### config.mk
export PLATFORM = sky130hd
export DESIGN_NAME = im_port_arbiter
export DESIGN_NICKNAME = d
export VERILOG_FILES = /design/src/rtl/im_arb_pkg.sv /design/src/rtl/im_port_arbiter_req_sync.sv /design/src/rtl/im_port_arbiter.sv
export SDC_FILE = /design/constraint.sdc
export NUM_CORES = 1
export LEC_CHECK = 0
export ABC_AREA = 0
export BUFFER_PORTS_ARGS = -buffer_cell sky130_fd_sc_hd__buf_2
export CORE_UTILIZATION = 42
export DETAILED_ROUTE_END_ITERATION = 8
export PLACE_DENSITY = 0.76
export SLEW_MARGIN = 20
export SYNTH_ARGS = -nofsm -noshare
export SYNTH_HDL_FRONTEND = slang
export SYNTH_SLANG_ARGS = --single-unit
export TNS_END_PERCENT = 100
### constraint.sdc
create_clock -name IM_CLK -period 1.32 [get_ports IM_CLK]
set_input_delay 0.132 -clock IM_CLK [delete_from_list [all_inputs] [get_ports IM_CLK]]
set_output_delay 0.132 -clock IM_CLK [all_outputs]
set_load 0.005 [all_outputs]
### src/rtl/im_arb_pkg.sv
// im_arb_pkg: shared constants for the instruction-memory port arbiter.
//   ST_*       FSM state encodings (legacy-compatible localparams)
//   PORT_F/L   grant encodings (gnt_l value of each requester)
//   ALIGN_MASK mask applied to the two low address bits to word-align IM_ADDR
package im_arb_pkg;

  localparam logic [2:0] ST_IDLE = 3'd0;
  localparam logic [2:0] ST_ADDR = 3'd1;
  localparam logic [2:0] ST_WAIT = 3'd2;
  localparam logic [2:0] ST_CAPT = 3'd3;
  localparam logic [2:0] ST_ACK  = 3'd4;
  localparam logic [2:0] ST_REL  = 3'd5;

  localparam logic PORT_F = 1'b0;
  localparam logic PORT_L = 1'b1;

  localparam logic [1:0] ALIGN_MASK = 2'b00;

endpackage

### src/rtl/im_port_arbiter_req_sync.sv
// req_sync: STG-deep asynchronous-reset flop chain bringing a 4-phase request
// into the IM_CLK domain.
//   clk_i   destination clock
//   rst_ni  asynchronous active-low reset (chain clears to 0)
//   req_i   asynchronous request level
//   req_o   synchronized request level (STG edges of latency)
module req_sync #(
  parameter int unsigned STG = 2
) (
  input  logic clk_i,
  input  logic rst_ni,
  input  logic req_i,
  output logic req_o
);

  logic [STG-1:0] sync_q;

  always_ff @(posedge clk_i or negedge rst_ni) begin
    if (!rst_ni) begin
      sync_q <= '0;
    end else begin
      sync_q <= {sync_q[STG-2:0], req_i};
    end
  end

  assign req_o = sync_q[STG-1];

endmodule

### src/rtl/im_port_arbiter.sv
// im_port_arbiter: shares a synchronous instruction-memory port between the
// fetch requester (F) and the debug/loader requester (L). Both use 4-phase
// bundled-data read handshakes; requests are synchronized, arbitrated
// round-robin and served with one memory read per grant.
//   IM_CLK              arbiter / memory clock
//   Z_R                 asynchronous active-low reset
//   f_R/f_addr/f_A/f_data  fetch handshake, address and returned word
//   l_R/l_addr/l_A/l_data  loader handshake, address and returned word
//   IM_ADDR / IM_DATA   word-aligned memory address and read data
//   busy                high whenever the FSM is not idle
//   gnt_l               current/last grant (0 = F, 1 = L)
module im_port_arbiter
  import im_arb_pkg::*;
#(
  parameter int unsigned AW       = 32,
  parameter int unsigned DW       = 32,
  parameter int unsigned SYNC_STG = 2,
  parameter int unsigned MEM_LAT  = 1
) (
  input  logic          IM_CLK,
  input  logic          Z_R,
  input  logic          f_R,
  input  logic [AW-1:0] f_addr,
  output logic          f_A,
  output logic [DW-1:0] f_data,
  input  logic          l_R,
  input  logic [AW-1:0] l_addr,
  output logic          l_A,
  output logic [DW-1:0] l_data,
  output logic [AW-1:0] IM_ADDR,
  input  logic [DW-1:0] IM_DATA,
  output logic          busy,
  output logic          gnt_l
);

  localparam int unsigned CW = 3;

  logic          fs, ls;
  logic [2:0]    state_q, state_d;
  logic          gnt_q, gnt_d;
  logic [AW-1:0] addr_q, addr_d;
  logic [CW-1:0] cnt_q, cnt_d;
  logic          fa_q, fa_d, la_q, la_d;
  logic [DW-1:0] fdata_q, fdata_d, ldata_q, ldata_d;
  logic          win_req;
  logic [AW-1:0] win_addr;

  req_sync #(.STG(SYNC_STG)) u_sync_f (
    .clk_i (IM_CLK),
    .rst_ni(Z_R),
    .req_i (f_R),
    .req_o (fs)
  );

  req_sync #(.STG(SYNC_STG)) u_sync_l (
    .clk_i (IM_CLK),
    .rst_ni(Z_R),
    .req_i (l_R),
    .req_o (ls)
  );

  // gnt_q holds the winner from IDLE onwards, so it selects the active channel.
  assign win_req  = (gnt_q == PORT_L) ? ls : fs;
  assign win_addr = (gnt_q == PORT_L) ? l_addr : f_addr;

  always_comb begin
    state_d = state_q;
    gnt_d   = gnt_q;
    addr_d  = addr_q;
    cnt_d   = cnt_q;
    fa_d    = fa_q;
    la_d    = la_q;
    fdata_d = fdata_q;
    ldata_d = ldata_q;
    case (state_q)
      ST_IDLE: begin
        if (fs || ls) begin
          // Tie goes to the port that did not win last time.
          gnt_d   = (fs && ls) ? ~gnt_q : ls;
          state_d = ST_ADDR;
        end
      end
      ST_ADDR: begin
        addr_d  = {win_addr[AW-1:2], win_addr[1:0] & ALIGN_MASK};
        cnt_d   = CW'(MEM_LAT - 1);
        state_d = ST_WAIT;
      end
      ST_WAIT: begin
        if (cnt_q == '0) begin
          state_d = ST_CAPT;
        end else begin
          cnt_d = cnt_q - 1'b1;
        end
      end
      ST_CAPT: begin
        if (gnt_q == PORT_L) begin
          ldata_d = IM_DATA;
          la_d    = 1'b1;
        end else begin
          fdata_d = IM_DATA;
          fa_d    = 1'b1;
        end
        state_d = ST_ACK;
      end
      ST_ACK: begin
        // Acknowledge is withdrawn on the ACK->REL edge so that it falls
        // SYNC_STG+1 edges after R and lasts one cycle if R was dropped early;
        // REL is then a pure turnaround cycle with A already low.
        if (!win_req) begin
          fa_d    = 1'b0;
          la_d    = 1'b0;
          state_d = ST_REL;
        end
      end
      ST_REL: begin
        fa_d    = 1'b0;
        la_d    = 1'b0;
        state_d = ST_IDLE;
      end
      default: begin
        state_d = ST_IDLE;
      end
    endcase
  end

  always_ff @(posedge IM_CLK or negedge Z_R) begin
    if (!Z_R) begin
      state_q <= ST_IDLE;
      gnt_q   <= PORT_L;
      addr_q  <= '0;
      cnt_q   <= '0;
      fa_q    <= 1'b0;
      la_q    <= 1'b0;
      fdata_q <= '0;
      ldata_q <= '0;
    end else begin
      state_q <= state_d;
      gnt_q   <= gnt_d;
      addr_q  <= addr_d;
      cnt_q   <= cnt_d;
      fa_q    <= fa_d;
      la_q    <= la_d;
      fdata_q <= fdata_d;
      ldata_q <= ldata_d;
    end
  end

  assign f_A     = fa_q;
  assign l_A     = la_q;
  assign f_data  = fdata_q;
  assign l_data  = ldata_q;
  assign IM_ADDR = addr_q;
  assign busy    = (state_q != ST_IDLE);
  assign gnt_l   = gnt_q;

endmodule

== Yosys cells after proc, flatten, opt, wreduce, memory -nomap -nowiden ==
Cells that the tools add are included.
Word-level totals
  flip-flop bits (word level): 107
  latch bits: 0
  RAM bits: 0
  bits in read-only memories: 0
  input bits: 100
  output and inout port bits: 100
  memories: 0
Cells by class
  add/subtract/negate cells: 1
  $mul: 0
  div/mod/pow operators: 0
  magnitude comparators: 0
  equality and inequality tests: 11
  shifts and indexed selects: 0
  multiplexer cells: 14
  bitwise gates (word level): 1
  reductions and logical operators: 14
Operators with widths (count)
  two-way mux 32 bit: 1
  one-hot mux 3 bit (5 select lines): 1
  two-way mux 3 bit: 4
  inequality test 2 bit (second input constant): 6
  AND reduction 3 bit: 3
  AND reduction 2 bit: 4
  == test 3 x 2 -> 1 bit (second input constant): 2
  == test 3 bit (second input constant): 2
  zero test 3 bit: 2
  one-hot mux 1 bit (3 select lines): 2
  one-hot mux 3 bit (2 select lines): 1
  nonzero test 3 bit: 2
  two-way mux 1 bit: 5
  == test 3 x 1 -> 1 bit (second input constant): 1
  subtractor 3 x 1 -> 3 bit (second input constant): 1
  nonzero test 2 bit: 1
  logical AND 1 bit: 1
  logical OR 1 bit: 1
  NOT 1 bit: 1

== Logic depth before layout (Yosys ltp) ==
Gate-level depths: netlist of run 1.
  depth after elaboration: 3
  depth in mapped cells: 6
  mapped depth without buffers: 6

== Hierarchy ==
From an unflattened synthesis of run 1, not the netlist that was laid out.
Second synthesis, totals
  cell total of the unflattened synthesis: 332
  area total of the unflattened synthesis: 4491.8 µm²
By module, submodules not included
  im_port_arbiter: times used 1, cells each 328, area each 4391.7 µm²
  req_sync: times used 2, cells each 2, area each 50.0 µm²

== Worst setup path before layout of run 1 ==
Ideal clock, no wire load.
  kind: flip-flop to flip-flop
  from: reg gnt_q (netlist: gnt_l)
  to: reg ldata_q[0] (netlist: l_data[0])
  library setup time: 0.125 ns
  arrival time: 1.321 ns
  required time: 1.195 ns
  slack: -0.126 ns
  cell stages (with the launch flop): 5
  period minus slack after synthesis: 1.446 ns
  path through: dfstp_2 > buf_4 > nand4b_2 > buf_2 > mux2_2
On the way
  longest elaborated chain between the ends: 1
RTL lines
  from (decl): line im_port_arbiter.sv:40  | logic gnt_q, gnt_d;
  from (signal assigned): line im_port_arbiter.sv:138  | gnt_q <= gnt_d;
  AND reduction 2 bit (no source line)
  to (signal assigned): line im_port_arbiter.sv:144  | ldata_q <= ldata_d;
  to (decl): line im_port_arbiter.sv:44  | logic [DW-1:0] fdata_q, fdata_d, ldata_q, ldata_d;
No other way between the ends.
A chain may end at the register's enable or synchronous reset.

== Worst setup path in the final report of run 1 ==
  from: reg gnt_q (netlist: gnt_l)
  to: reg fdata_q[17] (netlist: f_data[17])
On the way
  longest elaborated chain between the ends: 2
RTL lines
  NOT 1 bit (no source line)
  AND reduction 2 bit (no source line)
  to (signal assigned): line im_port_arbiter.sv:143  | fdata_q <= fdata_d;
  to (decl): line im_port_arbiter.sv:44
No other way between the ends.

==> reports/metrics.csv, run 1 <==
metric;value;unit
grt_overflow_total;0;
worstSkewPairLatency;370;ps
grt_max_degree;58;
crit_slowest_cell;dfstp_2;
clk_path_buf_depth;2;
rsz0062_at_grt;yes;
yosys.area_share.xor_xnor;0.201;%
reg2reg_setup_slack;-190;ps
ff2ff_path_depth;5;
critPathLaunchType;register;
ys_ff_latch;107;
power_switching;5.46;mW
status;complete, but fails checks;
dp_hpwl;7.22;mm
finalCritPeriodShare;115;%
drt_iter0_drc;128;
numCtsBuffers;9;
synth_fa_ha_area_share;0.573;%
crit_arrival;1770;ps
setup_viol;101;
vias;3576;
swShare;33.8;%
path_class;register to register;
seqPwrFrac;35.9;%
die_y;104;um
rows;36;
synth_area;4370;sq um
synthSimpleGateAreaFrac;5.47;%
ant_nets;0;
diodes;0;
clkSlewWorstSetupHoldPaths;100;ps
max-cap-violations;0;
design_power_total;16.2;mW
finalNetCount;682;
hold-worst-slack;14.8;ps
htreeDepth;3;
ys_dominant_reg_cell;dfrtp_1;
final_cells;718;
ys_types;34;
synth_top_family_by_area;multiplexers;
synth.avg_cell_area;13.6;sq um
slowest_delay;610;ps
port_buffers;193;
die_w;104;um
worst_slack;-194;ps
fin_util;69.6;%
grt_pass1_vias;3670;
synthCells;322;
combPwrFrac;50.4;%
die_area;10800;sq um
synth.area.mux_share;23.6;%
synthArstFlopShare;100;%
clock_sinks;107;
hold_path.class;input pin to register;
antenna_found_initial;0;
required;1580;ps
core_area;9910;sq um
intPower;10.7;mW
drtPass1Iterations;4;
fmax;661;MHz
grt_use_total;21.0;%
synth_edf_count;0;
layout_commonest_cell;buf_2;
viasPerCell;4.98;
min_period;1510;ps
r2r_start;gnt_l;
clock_power_share;13.7;%
cts_root_buf;clkbuf_8;
cp_max_fo;6;
worstReg2RegEnd;f_data[17];
synth_warnings;0;
crit_chain;buf_4, nor3_4, buf_6, clkbuf_16, mux2_4;
synthToLayoutAreaGrowth;57.9;%
hold_viol;0;
drive_above_1_share;63.8;%
pwr_density_cell;2340;nW/um^2
cpLargestDelayFamily;flip-flops;
hold_end;l_data[21];
p_leak;3.35;nW
final_cell_mix;buf_2 (191), dfrtp_1 (105), mux2_2 (40), mux2i_1 (29), dlygate4sd3_1 (25);
ios;200;
place_congestion;0.756;
drc;0;
violations;setup timing;
cp_num_buf_inv;3;
holdPathStages;2;
placed_cells;648;
cts_tree;yes;
hold_start;IM_DATA[21];
synth_compound_area_share;5.36;%
tns;-14350;ps
wl_per_cell;17.4;um
ir_worst_vdd;0.00131;V
start_util;44.1;%
ys_seq_area_share;61.4;%
finalWirelength;12.5;mm
finalClockSkew;7.83;ps
grt_pass1_wl;17.8;mm
setup.worst_path.end_class;register;
maxSlewViolCount;0;
## cells in the mapped netlist (2+ instances only)
cell type | n | share of area [%]
a21oi_1 | 31 | 3.6
nor2_1 | 32 | 2.8
nand2b_1 | 2 | 0.29
o21ai_0 | 2 | 0.23
inv_1 | 4 | 0.34
buf_6 | 3 | 0.77
a22o_1 | 3 | 0.60
mux2_2 | 62 | 16
buf_4 | 3 | 0.52
mux2i_1 | 31 | 7.1
nor2b_1 | 2 | 0.29
mux2_1 | 2 | 0.52
dfrtp_1 | 106 | 61
ha_1 | 2 | 0.57
nand2_1 | 5 | 0.43
buf_2 | 14 | 1.6
## metrics by stage
step           worst slack, ps  cell area (sq um)
2_1_floorplan             -111               4410
3_3_place_gp              -120               5650
3_5_place_dp              -189               5650
4_1_cts                   -182               6550
5_1_grt                   -240               6890
6_report                  -194               6890
## metal layers
| metal | vias up | global-route usage (%) | share of wire [%] |
|---|---|---|---|
| met5 | - | 0 | 0 |
| li1 | 1639 | - | - |
| met1 | 1749 | 22.3 | 38 |
| met3 | 22 | 6.20 | 7.1 |
| met2 | 166 | 39.2 | 53 |
| met4 | 0 | 6.94 | 1.8 |
## worst reg2reg max path, delay by kind of cell, from the launching register on
family        cells  cell delay, ps
buf+inv           3             460
flops             1             610
mux               1             300
simple gates      1              40
## worst max path at each step
stage / start / endpoint / slack [ps] / depth (start not counted)
after CTS: gnt_l / l_data[16] / -180 / 4
after detailed placement: cnt_q[0] / cnt_q[1] / -190 / 6
after global placement: gnt_l / l_data[11] / -120 / 3
after global routing: state_q[2] / busy / -240 / 4
after floorplan: cnt_q[0] / cnt_q[1] / -110 / 6
final: gnt_l / f_data[17] / -190 / 5
## kinds of logic (layout without fill, tap and decap cells)
group | after synthesis | after routing
AO/OA/AOI/OAI | 42 | 42
XOR/XNOR | 1 | 1
adder cells (fa/ha/maj) | 2 | 2
buffers and inverters | 25 | 287
flip-flops | 107 | 107
multiplexers | 95 | 95
other | 1 | 2
AND/OR/NAND/NOR | 49 | 49
## registers in the layout (all words and copies together), names as in the netlist
register and flops:
l_data 32, cnt_q 3, l_A 1, u_sync_l.sync_q 2, gnt_l 1, u_sync_f.sync_q 2
state_q 3, f_A 1, IM_ADDR 30, f_data 32
## timing repair
action | in CTS | in global routing
endpoints found under the setup margin | 102 | 103
cloned | 5 | 5
hold buffers | 24 | 1
hold endpoints to repair | 144 | 1
pin swaps | 5 | 6
buffers inserted | 17 | 6
resized for setup | 39 | 64
## area by class of cell
cell class | count | area (sq um)
Clock buffer | 10 | 138
Clock inverter | 6 | 88.8
Fill cell | 692 | 3020
Inverter | 4 | 15.0
Multi-Input combinational cell | 191 | 1880
Sequential cell | 107 | 2680
Tap cell | 133 | 166
Timing Repair Buffer | 267 | 1930
## power by group through the flow
stage / sequential [mW] / combinational (mW) / clock (mW)
2_1_floorplan: 5.80 / 3.10 / 0
3_3_place_gp: 5.63 / 5.56 / 0
3_5_place_dp: 5.72 / 5.76 / 0
4_1_cts: 5.66 / 7.18 / 2.26
5_1_grt: 5.97 / 8.73 / 2.39
6_report: 5.80 / 8.15 / 2.21
No activity file was read; power rests on OpenSTA's default activity.
==> inputs of run 2 (changes only) <==
- ABC_CLOCK_PERIOD_IN_PS: unset -> 1320
- REMOVE_ABC_BUFFERS: unset -> 1
==> reports/metrics.csv, run 2 (synthesized netlist as in run 1, its figures left out) <==
metric;value;unit;change
maxSlewViolCount;0;;unchanged
layout_commonest_cell;buf_2;;
drtPass1Iterations;6;;+2
cp_num_buf_inv;3;;unchanged
p_leak;3.35;nW;about the same
grt_overflow_total;0;;unchanged
diodes;0;;unchanged
rows;36;;unchanged
finalCritPeriodShare;112;%;-2.5 points
wl_per_cell;18.6;um;+6.7%
min_period;1480;ps;-33.1 ps
fin_util;70.1;%;+0.52 points
required;1570;ps;about the same
start_util;44.1;%;unchanged
setup.worst_path.end_class;register;;
clk_path_buf_depth;2;;unchanged
grt_pass1_wl;18.5;mm;+4.0%
die_w;104;um;unchanged
crit_arrival;1740;ps;-30 ps
antenna_found_initial;0;;unchanged
hold_path.class;input pin to register;;
critPathLaunchType;register;;
reg2reg_setup_slack;-160;ps;+30 ps
n_fill_cell;678;;-2.0%
place_congestion;0.778;;+2.9%
worst_slack;-161;ps;+33.1 ps
slowest_delay;610;ps;about the same
crit_chain;buf_6, nor3_4, buf_6, clkbuf_16, mux2_4;;
dp_hpwl;7.19;mm;-0.51%
drc;0;;unchanged
numCtsBuffers;9;;unchanged
final_cell_mix;buf_2 (191), dfrtp_1 (105), mux2_4 (38), mux2_2 (26);;
finalNetCount;673;;-1.3%
ir_worst_vdd;0.00127;V;-3.5%
max-cap-violations;0;;unchanged
final_cells;709;;-1.3%
placed_cells;644;;-0.62%
holdPathStages;2;;unchanged
port_buffers;193;;unchanged
rsz0062_at_grt;yes;;
htreeDepth;3;;unchanged
cts_tree;yes;;
ant_nets;0;;unchanged
design_power_total;16.3;mW;+1.1%
cp_max_fo;8;;+2
clock_sinks;107;;unchanged
grt_pass1_vias;3787;;+3.2%
finalWirelength;13.2;mm;+5.3%
status;complete, but fails checks;;
path_depth;5;;unchanged
multi_input_area;2010;sq um;+6.9%
pwr_density_cell;2350;nW/um^2;+0.31%
fmax;675;MHz;+2.2%
crit_slowest_cell;dfstp_2;;
worstSkewPairLatency;360;ps;about the same
setup_viol;102;;+0.99%
die_y;104;um;unchanged
ios;200;;unchanged
ff_latch_area;2680;sq um;unchanged
ff2ff_path_depth;5;;unchanged
cts_root_buf;clkbuf_8;;
viasPerCell;5.07;;+1.7%
grt_use_total;21.9;%;+0.96 points
drive_above_1_share;65.5;%;+1.7 points
synthToLayoutAreaGrowth;59.1;%;
drt_iter0_drc;117;;-8.6%
core_area;9910;sq um;unchanged
finalClockSkew;10.5;ps;+2.70 ps
vias;3592;;+0.45%
violations;setup timing;;
crit_top_cell;buf_6;;
hold_viol;0;;unchanged
die_area;10800;sq um;unchanged
cpLargestDelayFamily;flip-flops;;
place_ws;-215;ps;-25.7 ps
grt_max_degree;44;;-24%
path_class;register to register;;
clkSlewWorstSetupHoldPaths;100;ps;about the same
[run 2: changes by cell type in the layout (fill, tap and decap cells not counted), moves of 3 or more]
| cell | delta |
|---|---|
| mux2i_2 | +5 |
| buf_16 | +4 |
| dlygate4sd3_1 | -3 |
| mux2_2 | -14 |
| mux2i_1 | -7 |
| nor2_1 | -3 |
| mux2_4 | +16 |
| nor2_4 | +5 |
| buf_6 | -5 |
[run 2: final timing paths]
path | endpoint | from
max in group asynchronous | gnt_l | Z_R
setup / recovery | f_data[20] | gnt_l
hold reg to reg | u_sync_l.sync_q[1] | u_sync_l.sync_q[0]
min in group asynchronous | IM_ADDR[2] | Z_R
setup reg to reg | f_data[20] | gnt_l
hold / removal | f_data[10] | IM_DATA[10]
[run 2: worst register-to-register path, delay by kind of cell (launching register included)]
kind / cells / cell delay, ps
AND/OR/NAND/NOR: 1 / 30
multiplexers: 1 / 310
flip-flops: 1 / 610
buffers and inverters: 3 / 420
[run 2: timing repair]
action | CTS | global route
endpoints found under the setup margin | 102 | 103
setup buffers | 14 | 4
hold buffers | 22 | 0
endpoints found under the hold margin | 55 | 0
resized for setup | 32 | 103
pin swaps | 6 | 13
gates cloned | 7 | 6
[run 2: metal layers]
metal | global-route usage, % | share of wire [%] | routed length (um)
met1 | 24.6 | 39 | 5130
met2 | 39.9 | 52 | 6860
met4 | 7.55 | 2.2 | 287
met3 | 6.02 | 6.9 | 907
met5 | 0 | 0 | 0
[run 2: where the power goes]
group          leakage [nW]  total, mW  internal (mW)  switching, mW
clock network        0.0950       1.97          0.871           1.10
registers              1.24       5.87           4.85           1.02
logic                  2.01       8.49           4.93           3.56
[run 2: final cells by class]
cell class | instances | area share (%)
repair buffers | 258 | 27.1
clock inverters | 7 | 0.991
well taps | 133 | 2.40
flip-flops and latches | 107 | 38.6
inverters | 4 | 0.216
clock buffers | 9 | 1.78
multi-input cells | 191 | 28.9
[run 2: per-stage QoR]
stage          hold WS, ps  setup TNS, ps  area, sq um
3_3_place_gp          60.9          -5800         5580
4_1_cts              0.946         -10920         6450
6_report              21.1         -10970         6950
5_1_grt               1.13         -15690         6950
3_5_place_dp          66.5          -8400         5580
2_1_floorplan         -164        -106590         4240
==> inputs of run 3 (changes only) <==
- BUFFER_PORTS_ARGS: -buffer_cell sky130_fd_sc_hd__buf_2 -> unset
- CORE_UTILIZATION: 42 -> 55
- CTS_CLUSTER_DIAMETER: unset -> 50
- DONT_BUFFER_PORTS: unset -> 1
- PLACE_DENSITY: 0.76 -> 0.73
==> reports/metrics.csv, run 3 (synthesized netlist as in run 1, its figures left out) <==
metric;value;unit;change
maxSlewViolCount;0;;unchanged
finalNetCount;540;;-20%
slowest_delay;440;ps;-170 ps
ir_worst_vdd;0.00140;V;+11%
finalClockSkew;7.61;ps;-2.92 ps
clkSlewWorstSetupHoldPaths;100;ps;about the same
crit_chain;buf_12, nor3b_4, buf_6, clkbuf_16, nor2_2, a21oi_1;;
grt_max_degree;108;;+150%
finalWirelength;12.9;mm;-2.2%
htreeDepth;3;;unchanged
place_area;4570;sq um;-18%
use_met3;9.30;%;+3.3 points
worst_slack;-236;ps;-75.6 ps
cts_root_buf;clkbuf_8;;
min_period;1560;ps;+75.6 ps
port_buffers;0;;-100%
setup.worst_path.end_class;register;;
pwr_density_cell;2350;nW/um^2;-0.25%
grt_overflow_total;0;;unchanged
vias;3190;;-11%
clock_sinks;107;;unchanged
die_y;91.1;um;-12%
met1_usage;28.2;%;+3.6 points
fmax;642;MHz;-4.9%
start_util;56.8;%;+13 points
diodes;0;;unchanged
wl_per_cell;23.7;um;+28%
numCtsBuffers;9;;unchanged
antenna_found_initial;0;;unchanged
final_cells;543;;-23%
hold_viol;107;;+107
hold-worst-slack;-541;ps;-562 ps
ios;200;;unchanged
dp_hpwl;5.95;mm;-17%
finalCritPeriodShare;118;%;+5.7 points
setup_viol;103;;+0.98%
rsz0062_at_grt;yes;;
viasPerCell;5.87;;+16%
hold_path.class;input pin to async pin;;
core_area;7690;sq um;-22%
path_class;register to register;;
clk_path_buf_depth;2;;unchanged
drtPass1Iterations;6;;unchanged
ant_nets;0;;unchanged
max-cap-violations;0;;unchanged
place_congestion;0.722;;-7.2%
drive_above_1_share;39.5;%;-26 points
cts_tree;yes;;
worstSkewPairLatency;350;ps;about the same
cp_max_fo;6;;-2
drt_iter0_drc;206;;+76%
crit_arrival;1820;ps;+80 ps
die_w;91.1;um;-12%
synthToLayoutAreaGrowth;45.2;%;
violations;hold timing, setup timing;;
required;1580;ps;about the same
grt_use_total;26.5;%;+4.6 points
p_leak;2.77;nW;-17%
critPathLaunchType;register;;
rows;32;;-11%
final_cell_mix;dfrtp_1 (105), dlygate4sd3_1 (80), mux2_2 (40), mux2i_1 (26), mux2_4 (24);;
layout_commonest_cell;dfrtp_1;;
final_area;6340;sq um;-8.7%
grt_pass1_wl;16.8;mm;-9.2%
die_area;8300;sq um;-23%
placed_cells;420;;-35%
use_met2;46.7;%;+6.9 points
status;complete, but fails checks;;
tns;-12140;ps;-1170 ps
drc;0;;unchanged
top_usage_layer;met2;;
grt_pass1_vias;3290;;-13%
place_ws;-259;ps;-43.8 ps
crit_slowest_cell;dfrtp_1;;
==> run 3: cell types whose count changed in the layout (fill, tap and decap cells not counted), moves of 5 or more <==
| cell | previous run | this run |
|---|---|---|
| buf_2 | 191 | 0 |
| dlygate4sd3_1 | 22 | 80 |
| mux2_2 | 26 | 40 |
| mux2_4 | 38 | 24 |
| nor2_4 | 13 | 8 |
==> run 3: repair_timing <==
item / in CTS / in global routing
hold buffers: 79 / 1
pin swaps: 5 / 2
hold endpoints to repair: 197 / 108
setup endpoints to repair: 101 / 103
gates cloned: 3 / 9
gates resized for setup: 32 / 71
buffers inserted: 7 / 10
==> run 3: power by group <==
| part | total [mW] | internal, mW | switching, mW |
|---|---|---|---|
| clock network | 2.10 | 1.05 | 1.06 |
| logic | 6.38 | 3.73 | 2.65 |
| registers | 6.39 | 4.87 | 1.52 |
| total | 14.9 | 9.64 | 5.23 |
==> run 3: worst paths after layout <==
check                                endpoint                from  slack [ps]  depth (start not counted)
max in group asynchronous               gnt_l                 Z_R        1670                          0
hold reg to reg            u_sync_l.sync_q[1]  u_sync_l.sync_q[0]         360                          0
setup / recovery                   IM_ADDR[4]          state_q[1]        -240                          6
min in group IM_CLK               IM_ADDR[10]          f_addr[10]          10                          2
hold / removal                     IM_ADDR[3]                 Z_R        -540                          0
setup reg to reg                   IM_ADDR[4]          state_q[1]        -240                          6
==> run 3: layout make-up <==
type,count,area (sq um)
well taps,102,128
clock inverters,5,80.1
fillers,387,1350
inverters,4,15.0
flip-flops and latches,107,2680
clock buffers,9,124
multi-input cells,191,1880
repair buffers,125,1430
==> run 3: stage by stage <==
| stage | hold WS [ps] | power (mW) | utilization, % |
|---|---|---|---|
| 6_report | -541 | 14.9 | 82.5 |
| 5_1_grt | -576 | 15.5 | 82.5 |
| 4_1_cts | -554 | 12.8 | 75.6 |
| 3_5_place_dp | -161 | 9.94 | 59.4 |
| 3_3_place_gp | -160 | 9.74 | 59.4 |
| 2_1_floorplan | -164 | 8.61 | - |
==> run 3: critical path, delay by kind of cell (launching register included) <==
family	cells	cell delay, ps
buf+inv	3	520
flops	1	440
compound gates	1	190
simple gates	2	310
==> run 3: layer usage <==
| layer | up-vias | part of all wire (%) | wire length (um) |
|---|---|---|---|
| met3 | 48 | 9.6 | 1240 |
| met2 | 193 | 51 | 6590 |
| met1 | 1600 | 35 | 4530 |
| met5 | - | 0 | 0 |
| met4 | 0 | 4.0 | 520 |
| li1 | 1349 | - | - |
